--- src/rtl/dmem_arbiter_if.sv ---
// Bundle of the two requester ports and the memory-macro command/response
// signals around dmem_arbiter. The arbiter connects through the slave modport;
// the pipeline, debug requester and memory environment use the master modport.
//
// Handshake: a requester raises *_req with its command and holds the command
// stable until the cycle it is accepted (port A: stall_a=0, port B: b_gnt=1).
// Acceptance is decided combinationally in that same cycle, and a granted read
// returns *_rvalid with rdata exactly one cycle later.
interface dmem_arbiter_if #(
    parameter int ADDR_WIDTH = 8,
    parameter int DATA_WIDTH = 8
);
    // Port A: pipeline memory stage
    logic                  a_req;
    logic                  a_we;
    logic [ADDR_WIDTH-1:0] a_addr;
    logic [DATA_WIDTH-1:0] a_wdata;
    logic                  stall_a;
    logic                  a_rvalid;
    // Port B: debug / loader
    logic                  b_req;
    logic                  b_lock;
    logic                  b_we;
    logic [ADDR_WIDTH-1:0] b_addr;
    logic [DATA_WIDTH-1:0] b_wdata;
    logic                  b_gnt;
    logic                  b_rvalid;
    // Shared read data and lock watchdog pulse
    logic [DATA_WIDTH-1:0] rdata;
    logic                  lock_abort;
    // Memory macro side
    logic                  mem_en;
    logic                  mem_we;
    logic [ADDR_WIDTH-1:0] mem_addr;
    logic [DATA_WIDTH-1:0] mem_wdata;
    logic [DATA_WIDTH-1:0] mem_rdata;

    modport slave (
        input  a_req, a_we, a_addr, a_wdata,
        output stall_a, a_rvalid,
        input  b_req, b_lock, b_we, b_addr, b_wdata,
        output b_gnt, b_rvalid,
        output rdata, lock_abort,
        output mem_en, mem_we, mem_addr, mem_wdata,
        input  mem_rdata
    );

    modport master (
        output a_req, a_we, a_addr, a_wdata,
        input  stall_a, a_rvalid,
        output b_req, b_lock, b_we, b_addr, b_wdata,
        input  b_gnt, b_rvalid,
        input  rdata, lock_abort,
        input  mem_en, mem_we, mem_addr, mem_wdata,
        output mem_rdata
    );
endinterface

--- src/rtl/dmem_arbiter.sv ---
// dmem_arbiter: shares one single-port data memory between the pipeline
// (port A, priority) and a debug/loader requester (port B). Port B is kept
// from starving by an aging counter and can lock the memory for bursts,
// bounded by a lock watchdog. Grants and the memory command are combinational
// in the request cycle; read-valid flags are registered one cycle later.
//
// Build option: define DMEM_ARB_RR_EN to replace priority-plus-aging with
// strict round-robin between A and B (lock behaviour unchanged).
module dmem_arbiter #(
    parameter int ADDR_WIDTH = 8,
    parameter int DATA_WIDTH = 8,
    parameter int MAX_WAIT   = 4,
    parameter int LOCK_MAX   = 16
) (
    input  logic                 Clk,
    input  logic                 Rst,
    dmem_arbiter_if.slave        bus,
    output logic [1:0]           dbg_state
);

    typedef enum logic [1:0] {
        A_PRIO    = 2'd0,
        B_STARVED = 2'd1,
        B_LOCKED  = 2'd2
    } state_t;

    localparam int LW = $clog2(LOCK_MAX + 1);
    localparam logic [LW-1:0] LOCK_LAST = LW'(LOCK_MAX - 1);

    state_t        state;
    logic [LW-1:0] lock_cnt;
    logic          a_gnt;
    logic          b_gnt_i;
    logic          lock_hit;

`ifdef DMEM_ARB_RR_EN
    // 1 = B owned the last contended-or-not grant, so A wins the next tie
    logic          last_owner;
`else
    localparam int WW = $clog2(MAX_WAIT + 1);
    localparam logic [WW-1:0] WAIT_LAST = WW'(MAX_WAIT - 1);
    logic [WW-1:0] wait_cnt;
`endif

    // Pick this cycle's winner from the current state and both requests
    always_comb begin
        a_gnt   = 1'b0;
        b_gnt_i = 1'b0;
        if (!Rst) begin
            case (state)
                A_PRIO: begin
`ifdef DMEM_ARB_RR_EN
                    if (bus.a_req && bus.b_req) begin
                        a_gnt   = last_owner;
                        b_gnt_i = ~last_owner;
                    end else begin
                        a_gnt   = bus.a_req;
                        b_gnt_i = bus.b_req;
                    end
`else
                    a_gnt   = bus.a_req;
                    b_gnt_i = bus.b_req & ~bus.a_req;
`endif
                end
                B_STARVED: begin
                    b_gnt_i = bus.b_req;
                    a_gnt   = bus.a_req & ~bus.b_req;
                end
                B_LOCKED: begin
                    b_gnt_i = bus.b_req;
                end
                default: begin
                    a_gnt   = 1'b0;
                    b_gnt_i = 1'b0;
                end
            endcase
        end
    end

    // Watchdog fires in the last permitted locked cycle; that B beat still completes
    assign lock_hit = !Rst && (state == B_LOCKED) && (lock_cnt >= LOCK_LAST);

    // Drive the memory command from the winner; idle bus is all zeros
    always_comb begin
        bus.mem_en    = a_gnt | b_gnt_i;
        bus.mem_we    = 1'b0;
        bus.mem_addr  = '0;
        bus.mem_wdata = '0;
        if (a_gnt) begin
            bus.mem_we    = bus.a_we;
            bus.mem_addr  = bus.a_addr;
            bus.mem_wdata = bus.a_wdata;
        end else if (b_gnt_i) begin
            bus.mem_we    = bus.b_we;
            bus.mem_addr  = bus.b_addr;
            bus.mem_wdata = bus.b_wdata;
        end
    end

    assign bus.stall_a    = !Rst && bus.a_req && !a_gnt;
    assign bus.b_gnt      = b_gnt_i;
    assign bus.lock_abort = lock_hit;
    assign bus.rdata      = bus.mem_rdata;
    assign dbg_state      = state;

    // Arbitration state, aging/lock counters and read-valid tracking
    always_ff @(posedge Clk) begin
        if (Rst) begin
            state        <= A_PRIO;
            lock_cnt     <= '0;
            bus.a_rvalid <= 1'b0;
            bus.b_rvalid <= 1'b0;
`ifdef DMEM_ARB_RR_EN
            last_owner   <= 1'b1;
`else
            wait_cnt     <= '0;
`endif
        end else begin
            bus.a_rvalid <= a_gnt & ~bus.a_we;
            bus.b_rvalid <= b_gnt_i & ~bus.b_we;
`ifdef DMEM_ARB_RR_EN
            if (a_gnt) begin
                last_owner <= 1'b0;
            end else if (b_gnt_i) begin
                last_owner <= 1'b1;
            end
`endif
            case (state)
                A_PRIO: begin
                    if (b_gnt_i && bus.b_lock) begin
                        // The granting beat counts as the first locked cycle
                        state    <= B_LOCKED;
                        lock_cnt <= LW'(1);
`ifndef DMEM_ARB_RR_EN
                        wait_cnt <= '0;
                    end else if (bus.a_req && bus.b_req) begin
                        // Only increments below the threshold, so it saturates
                        if (wait_cnt >= WAIT_LAST) begin
                            state    <= B_STARVED;
                            wait_cnt <= '0;
                        end else begin
                            wait_cnt <= wait_cnt + WW'(1);
                        end
                    end else begin
                        wait_cnt <= '0;
`endif
                    end
                end
                B_STARVED: begin
`ifndef DMEM_ARB_RR_EN
                    wait_cnt <= '0;
`endif
                    if (b_gnt_i && bus.b_lock) begin
                        state    <= B_LOCKED;
                        lock_cnt <= LW'(1);
                    end else begin
                        state <= A_PRIO;
                    end
                end
                B_LOCKED: begin
                    // b_lock low ends the lock whether or not B is requesting
                    if (lock_hit || !bus.b_lock) begin
                        state    <= A_PRIO;
                        lock_cnt <= '0;
                    end else begin
                        lock_cnt <= lock_cnt + LW'(1);
                    end
                end
                default: begin
                    state    <= A_PRIO;
                    lock_cnt <= '0;
                end
            endcase
        end
    end

endmodule

--- src/flat_wrapper.sv ---
// flat-port wrapper written by rule: the top's interface ports become plain ports
module dmem_arbiter_flat 
#(
    parameter int ADDR_WIDTH = 8,
    parameter int DATA_WIDTH = 8,
    parameter int MAX_WAIT   = 4,
    parameter int LOCK_MAX   = 16
)
  (Clk, Rst, dbg_state, bus_a_req, bus_a_we, bus_a_addr, bus_a_wdata, bus_stall_a, bus_a_rvalid, bus_b_req, bus_b_lock, bus_b_we, bus_b_addr, bus_b_wdata, bus_b_gnt, bus_b_rvalid, bus_rdata, bus_lock_abort, bus_mem_en, bus_mem_we, bus_mem_addr, bus_mem_wdata, bus_mem_rdata);
  dmem_arbiter_if #(.ADDR_WIDTH(ADDR_WIDTH), .DATA_WIDTH(DATA_WIDTH)) bus_i ();
  input  logic Clk;
  input  logic Rst;
  output logic [1:0] dbg_state;
  input wire logic [$bits(bus_i.a_req)-1:0] bus_a_req;
  input wire logic [$bits(bus_i.a_we)-1:0] bus_a_we;
  input wire logic [$bits(bus_i.a_addr)-1:0] bus_a_addr;
  input wire logic [$bits(bus_i.a_wdata)-1:0] bus_a_wdata;
  output wire logic [$bits(bus_i.stall_a)-1:0] bus_stall_a;
  output wire logic [$bits(bus_i.a_rvalid)-1:0] bus_a_rvalid;
  input wire logic [$bits(bus_i.b_req)-1:0] bus_b_req;
  input wire logic [$bits(bus_i.b_lock)-1:0] bus_b_lock;
  input wire logic [$bits(bus_i.b_we)-1:0] bus_b_we;
  input wire logic [$bits(bus_i.b_addr)-1:0] bus_b_addr;
  input wire logic [$bits(bus_i.b_wdata)-1:0] bus_b_wdata;
  output wire logic [$bits(bus_i.b_gnt)-1:0] bus_b_gnt;
  output wire logic [$bits(bus_i.b_rvalid)-1:0] bus_b_rvalid;
  output wire logic [$bits(bus_i.rdata)-1:0] bus_rdata;
  output wire logic [$bits(bus_i.lock_abort)-1:0] bus_lock_abort;
  output wire logic [$bits(bus_i.mem_en)-1:0] bus_mem_en;
  output wire logic [$bits(bus_i.mem_we)-1:0] bus_mem_we;
  output wire logic [$bits(bus_i.mem_addr)-1:0] bus_mem_addr;
  output wire logic [$bits(bus_i.mem_wdata)-1:0] bus_mem_wdata;
  input wire logic [$bits(bus_i.mem_rdata)-1:0] bus_mem_rdata;
  assign bus_i.a_req = bus_a_req;
  assign bus_i.a_we = bus_a_we;
  assign bus_i.a_addr = bus_a_addr;
  assign bus_i.a_wdata = bus_a_wdata;
  assign bus_stall_a = bus_i.stall_a;
  assign bus_a_rvalid = bus_i.a_rvalid;
  assign bus_i.b_req = bus_b_req;
  assign bus_i.b_lock = bus_b_lock;
  assign bus_i.b_we = bus_b_we;
  assign bus_i.b_addr = bus_b_addr;
  assign bus_i.b_wdata = bus_b_wdata;
  assign bus_b_gnt = bus_i.b_gnt;
  assign bus_b_rvalid = bus_i.b_rvalid;
  assign bus_rdata = bus_i.rdata;
  assign bus_lock_abort = bus_i.lock_abort;
  assign bus_mem_en = bus_i.mem_en;
  assign bus_mem_we = bus_i.mem_we;
  assign bus_mem_addr = bus_i.mem_addr;
  assign bus_mem_wdata = bus_i.mem_wdata;
  assign bus_i.mem_rdata = bus_mem_rdata;
  dmem_arbiter #(.ADDR_WIDTH(ADDR_WIDTH), .DATA_WIDTH(DATA_WIDTH), .MAX_WAIT(MAX_WAIT), .LOCK_MAX(LOCK_MAX)) u_core (.Clk(Clk), .Rst(Rst), .bus(bus_i), .dbg_state(dbg_state));
endmodule
--- config.mk ---
export PLATFORM = sky130hd
export DESIGN_NAME = dmem_arbiter_flat
export DESIGN_NICKNAME = d
export VERILOG_FILES = /design/src/rtl/dmem_arbiter_if.sv /design/src/rtl/dmem_arbiter.sv /design/src/flat_wrapper.sv
export SDC_FILE = /design/constraint.sdc
export NUM_CORES = 1
export LEC_CHECK = 0
export BUFFER_PORTS_ARGS = -buffer_cell sky130_fd_sc_hd__buf_2
export CAP_MARGIN = 20
export CELL_PAD_IN_SITES_DETAIL_PLACEMENT = 1
export CELL_PAD_IN_SITES_GLOBAL_PLACEMENT = 2
export CORE_UTILIZATION = 21
export CTS_CLUSTER_SIZE = 30
export DETAILED_ROUTE_END_ITERATION = 8
export PLACE_DENSITY_LB_ADDON = 0.1
export SLEW_MARGIN = 20
export SYNTH_ARGS = -nofsm -noshare
export SYNTH_HDL_FRONTEND = slang
export SYNTH_SLANG_ARGS = --single-unit
--- constraint.sdc ---
create_clock -name Clk -period 3.1 [get_ports Clk]
set_input_delay 0.155 -clock Clk [delete_from_list [all_inputs] [get_ports Clk]]
set_output_delay 0.155 -clock Clk [all_outputs]
set_load 0.005 [all_outputs]
* Word level (Yosys, flattened, before mapping)
Index checks and enable logic that the tools add are counted.
** Cells by class
- Reductions and logical operators :: 15
- Bitwise logic cells :: 9
- Divide/modulo/power cells :: 0
- Add/subtract/negate cells :: 2
- $mul :: 0
- Equal/unequal tests :: 6
- Shift-type cells :: 0
- Order comparisons :: 2
- Mux-type cells :: 23
** Operators with widths (number)
- $mux 8 :: 4
- $mux 2 :: 5
- $mux 5 :: 2
- $pmux 5 s2 :: 1
- $mux 3 :: 3
- $logic_and 1x1->1 :: 6
- $ne 3x1->1 const B :: 2
- $pmux 2 s3 :: 1
- $pmux 3 s2 :: 1
- $add 5x1->5 const B :: 1
- $ge 5x4->1 const B :: 1
- $and 1x1->1 :: 4
- $mux 1 :: 4
- $not 1->1 :: 4
- $pmux 1 s2 :: 2
- $reduce_or 2->1 :: 2
- $add 3x1->3 const B :: 1
- $ge 3x2->1 const B :: 1
- $logic_not 1->1 :: 3
- $reduce_and 3->1 :: 1
- $eq 2x1->1 const B :: 1
- $eq 2x2->1 const B :: 1
- $logic_not 2->1 :: 1
- $ne 2x1->1 const B :: 1
- 4 further kinds :: 4
** Storage, ports and cells
- Bits in latches :: 0
- Bits of input ports :: 47
- Output and inout port bits :: 33
- Bits in writable memories :: 0
- Memories kept :: 0
- Register bits :: 12
- Memory bits (read-only) :: 0

* Depth between registers and ports, before layout
- Depth in word-level cells :: 7
- Mapped depth :: 7
- Mapped depth without buffers :: 7

* Least setup slack after synthesis
Ideal clock, no wire load.
- Kind :: flip-flop to flip-flop
- Start :: register u_core.lock_cnt[0]
- End :: register u_core.lock_cnt[2]
- Slack :: 1185 ps
- Stages on the path, launching flop included :: 8
- Setup time :: 74 ps
- Clock period less this slack :: 1915 ps
- Buffers on the path :: 0
- Data required time :: 3026 ps
- Data arrival time :: 1840 ps
- Cell sequence :: dfxtp_1 ha_1 and3_1 ha_1 o21ba_2 a2111oi_4 o2111ai_1 a31oi_1
** On the way
- Longest elaborated chain between the ends :: 5
** Ends and longest elaborated chain
- from (decl) :: RTL line dmem_arbiter.sv:31 : logic [LW-1:0] lock_cnt;
- from (signal assigned) :: RTL line dmem_arbiter.sv:166 : lock_cnt <= lock_cnt + LW'(1);
- $ge 5x4->1 :: RTL line dmem_arbiter.sv:81 : assign lock_hit = !Rst && (state == B_LOCKED) && (lock_cnt >= LOCK_LAST);
- $logic_and 1x1->1 :: RTL line dmem_arbiter.sv:81
- $logic_or 1x1->1 :: RTL line dmem_arbiter.sv:162 : if (lock_hit || !bus.b_lock) begin
- $mux 5 * :: RTL line dmem_arbiter.sv:162
- $pmux 5 s2 * :: RTL line dmem_arbiter.sv:128 : case (state)
Mark *: on every way between the ends. The rest lies on a longest branch, timed or not.
A chain may end at the register's enable or synchronous reset.

* Worst setup path in the final report
- Start :: register u_core.state[0] (netlist: u_core.dbg_state[0])
- End :: output bus_mem_addr[5]
** On the way
- Longest elaborated chain between the ends :: 6
** Ends and longest elaborated chain
- from (decl) :: RTL line dmem_arbiter.sv:30 : state_t state;
- from (signal assigned) :: RTL line dmem_arbiter.sv:109 : state <= A_PRIO;
- from (signal assigned) :: RTL line dmem_arbiter.sv:132 : state <= B_LOCKED;
- from (signal assigned) :: RTL line dmem_arbiter.sv:139 : state <= B_STARVED;
- $eq 2x1->1 / $eq 2x2->1 (equally long branches) :: RTL line dmem_arbiter.sv:50 : case (state)
- $reduce_or 2->1 (no line)
- $pmux 1 s2 :: RTL line dmem_arbiter.sv:50
- $mux 1 :: RTL line dmem_arbiter.sv:49 : if (!Rst) begin
- $mux 8 :: RTL line dmem_arbiter.sv:93 : end else if (b_gnt_i) begin
- $mux 8 * :: RTL line dmem_arbiter.sv:89 : if (a_gnt) begin
- to (decl) :: RTL line flat_wrapper.sv:31 : output wire logic [$bits(bus_i.mem_addr)-1:0] bus_mem_addr;
Marks and branches as above.

==> flow_summary_export.csv <==
group,metric,value,unit
run_status,status,"finished clean",
critical_path,cp.arrival,2330,ps
route,wirelength,3550,um
timing,fmax,402,MHz
route,met3WireLength,171,um
timing,final_hold_viol_count,0,
placed_design,gp_congestion,0.731,
floorplanning,rows,24,
finish,drive_above_1_share,40.4,%
route,vias,1164,
cts,h-tree-depth,1,
floorplanning,dieArea,5140,sq um
finish,nNetsFinal,235,
timing,setup_tns,0,ps
logic_synthesis,synth_top_cell_area_share,23.6,%
grt,grt_pass1_wl,5650,um
finish,antennaDiodeCount,0,
cts,cts_tree,"yes",
route,wl_met1,1580,um
critical_path,startpoint_type,"register",
floorplanning,start_util,22.6,%
timing,worst_pin_slew,688,ps
timing,relSlewSlack,54.1,%
critical_path,crit_path_end_kind,"output port",
finish,area_delta_synth_final,35.7,%
cts,post-cts-setup-buffer-count,0,
timing,slew_violations,0,
logic_synthesis,synth_largest_area_cell,"dfxtp_1",
route,drcViolationCount,0,
logic_synthesis,synth.yosys.seq_area_share,23.6,%
cts,clk_pin_slew,60,ps
timing,finalCritPeriodShare,80.2,%
logic_synthesis,synth_area_per_cell,8.36,sq um
cts,cts.path.max_buffers,2,
placed_design,placed_area,1330,sq um
timing,clock_skew,2.65,ps
cts,cts_hold_buf,0,
floorplanning,coreArea,4500,sq um
grt,grt_pass1_vias,1144,
cts,cts_sinks,12,
hold_path,min_path_type,"in -> reg",
logic_synthesis,synth.most_common_cell,"a22o_1",
logic_synthesis,ys_seq_elements,12,
route,top_layer,"met4",
route,drt-initial-drc-count,34,
grt,grt_max_degree,22,
floorplanning,ios,80,
timing,min_period,2480,ps
timing,rsz0062_at_grt,"false",
timing,setup_viol,0,
power,p_total,446,uW
finish,multiInputGateArea,671,sq um
cts,clock-root-buffer,"clkbuf_8",
critical_path,critPathKind,"reg -> out",
finish,ff_latch_area,240,sq um
route,vias_per_cell,5.06,
power,peakVddDrop,0.000163,V
critical_path,cp.required,2940,ps
logic_synthesis,synth_area_leaders,"dfxtp_1, a22o_1, ha_1",
floorplanning,fp.dieW,71.7,um
placed_design,hpwl,2860,um
placed_design,io_buffers,63,
floorplanning,die_y,71.7,um
route,ant_nets,0,
route,dr.pass1.iters,6,
power,power_density,322,nW/um^2
logic_synthesis,synth_edf_count,0,
logic_synthesis,ys_async_sr_fraction,0,%
cts,cts_made_buffers,3,
grt,gr-total-overflow,0,
grt,grt_usage,14.3,%
cts,clk_latency,240,ps
logic_synthesis,yosysUniqueCellTypes,33,
logic_synthesis,yosysWarnings,0,
route,route.met2.wl,1760,um
logic_synthesis,ys.flop_type,"dfxtp_1",
logic_synthesis,synthesis.nets,178,
timing,whs,83.9,ps
route,avgRoutedWirePerCell,15.4,um
finish,n_fill_cell,567,
logic_synthesis,synth.cell_area,1020,sq um
logic_synthesis,synth_common_cells,"a22o_1, dfxtp_1, buf_4, ha_1, nor2_1",
grt,antenna_found_initial,0,
finish,fin_area,1380,sq um
logic_synthesis,syn_inst,122,
critical_path,crit_fanout,17,
run,cap_violations,0,
power,p_leak,0.675,nW
cts,cts_resized,0,
-- worst paths after layout --
| kind | to | cells past startpoint | slack (ps) | start |
|---|---|---|---|---|
| setup / recovery | bus_mem_addr[5] | 7 | 620 | u_core.dbg_state[0]$_SDFFE_PP0P_ |
| hold / removal | u_core.bus.b_rvalid$_SDFF_PP0_ | 2 | 80 | bus_b_we |
| setup reg to reg | u_core.lock_cnt[0]$_SDFFE_PP0P_ | 7 | 890 | u_core.lock_cnt[0]$_SDFFE_PP0P_ |
| hold reg to reg | u_core.wait_cnt[1]$_SDFFE_PP0N_ | 2 | 470 | u_core.wait_cnt[1]$_SDFFE_PP0N_ |
-- area by class of cell --
class                           instances  area share, %
Sequential cell                        12           17.4
Clock buffer                            4           3.98
Timing Repair Buffer                   64           23.3
Inverter                                8           2.17
Tap cell                               52           4.70
Multi-Input combinational cell         90           48.5
-- logic make-up after synthesis --
family | synth area share, %
AOI/OAI and AO/OA | 35.0
buffers and inverters | 10.7
DFF | 23.6
adders and majority gates | 11.0
and+or+nand+nor | 19.8
-- metal layers --
layer	up-vias	track usage (%)
li1	566	-
met1	552	17.8
met2	40	24.2
met3	6	3.38
met4	0	4.79
met5	-	0
-- through the flow --
step	utilization (%)	instances	setup slack (ps)
6_report	30.7	230	615
5_1_grt	30.7	230	396
4_1_cts	30.7	230	577
3_5_place_dp	29.5	226	841
3_3_place_gp	29.5	226	906
2_1_floorplan	-	122	1190
-- flip-flops by register name, summed over array words and instances (netlist names) --
name                 cells
u_core.bus.a_rvalid      1
u_core.bus.b_rvalid      1
u_core.dbg_state         2
u_core.lock_cnt          5
u_core.wait_cnt          3
-- worst max-delay path: stages (launching register included) --
cell and delay, ps:
dfxtp_1 360, inv_1 130, ha_1 300, and2b_1 210, o211ai_1 150, nor2_2 590, a22o_1 230, buf_2 120
-- cell usage in the layout (no fill, tap or decap), drive strengths merged, types with 2 or more instances in the layout --
master,count
buf,64
a22o,17
dfxtp,12
nor2,10
ha,9
inv,8
nand3,8
nand2,6
o211ai,5
clkbuf,4
a21oi,3
a211oi,3
a31oi,3
o21ai,3
o2111ai,3
and3,2
nand2b,2
or2,2
nor2b,2
or3,2
-- power by group --
part / switching, mW / internal, mW / total, mW
combinational: 0.0569 / 0.0547 / 0.112
clock: 0.0605 / 0.112 / 0.173
sequential: 0.00337 / 0.158 / 0.161
Power figures use the tool's default switching activity.
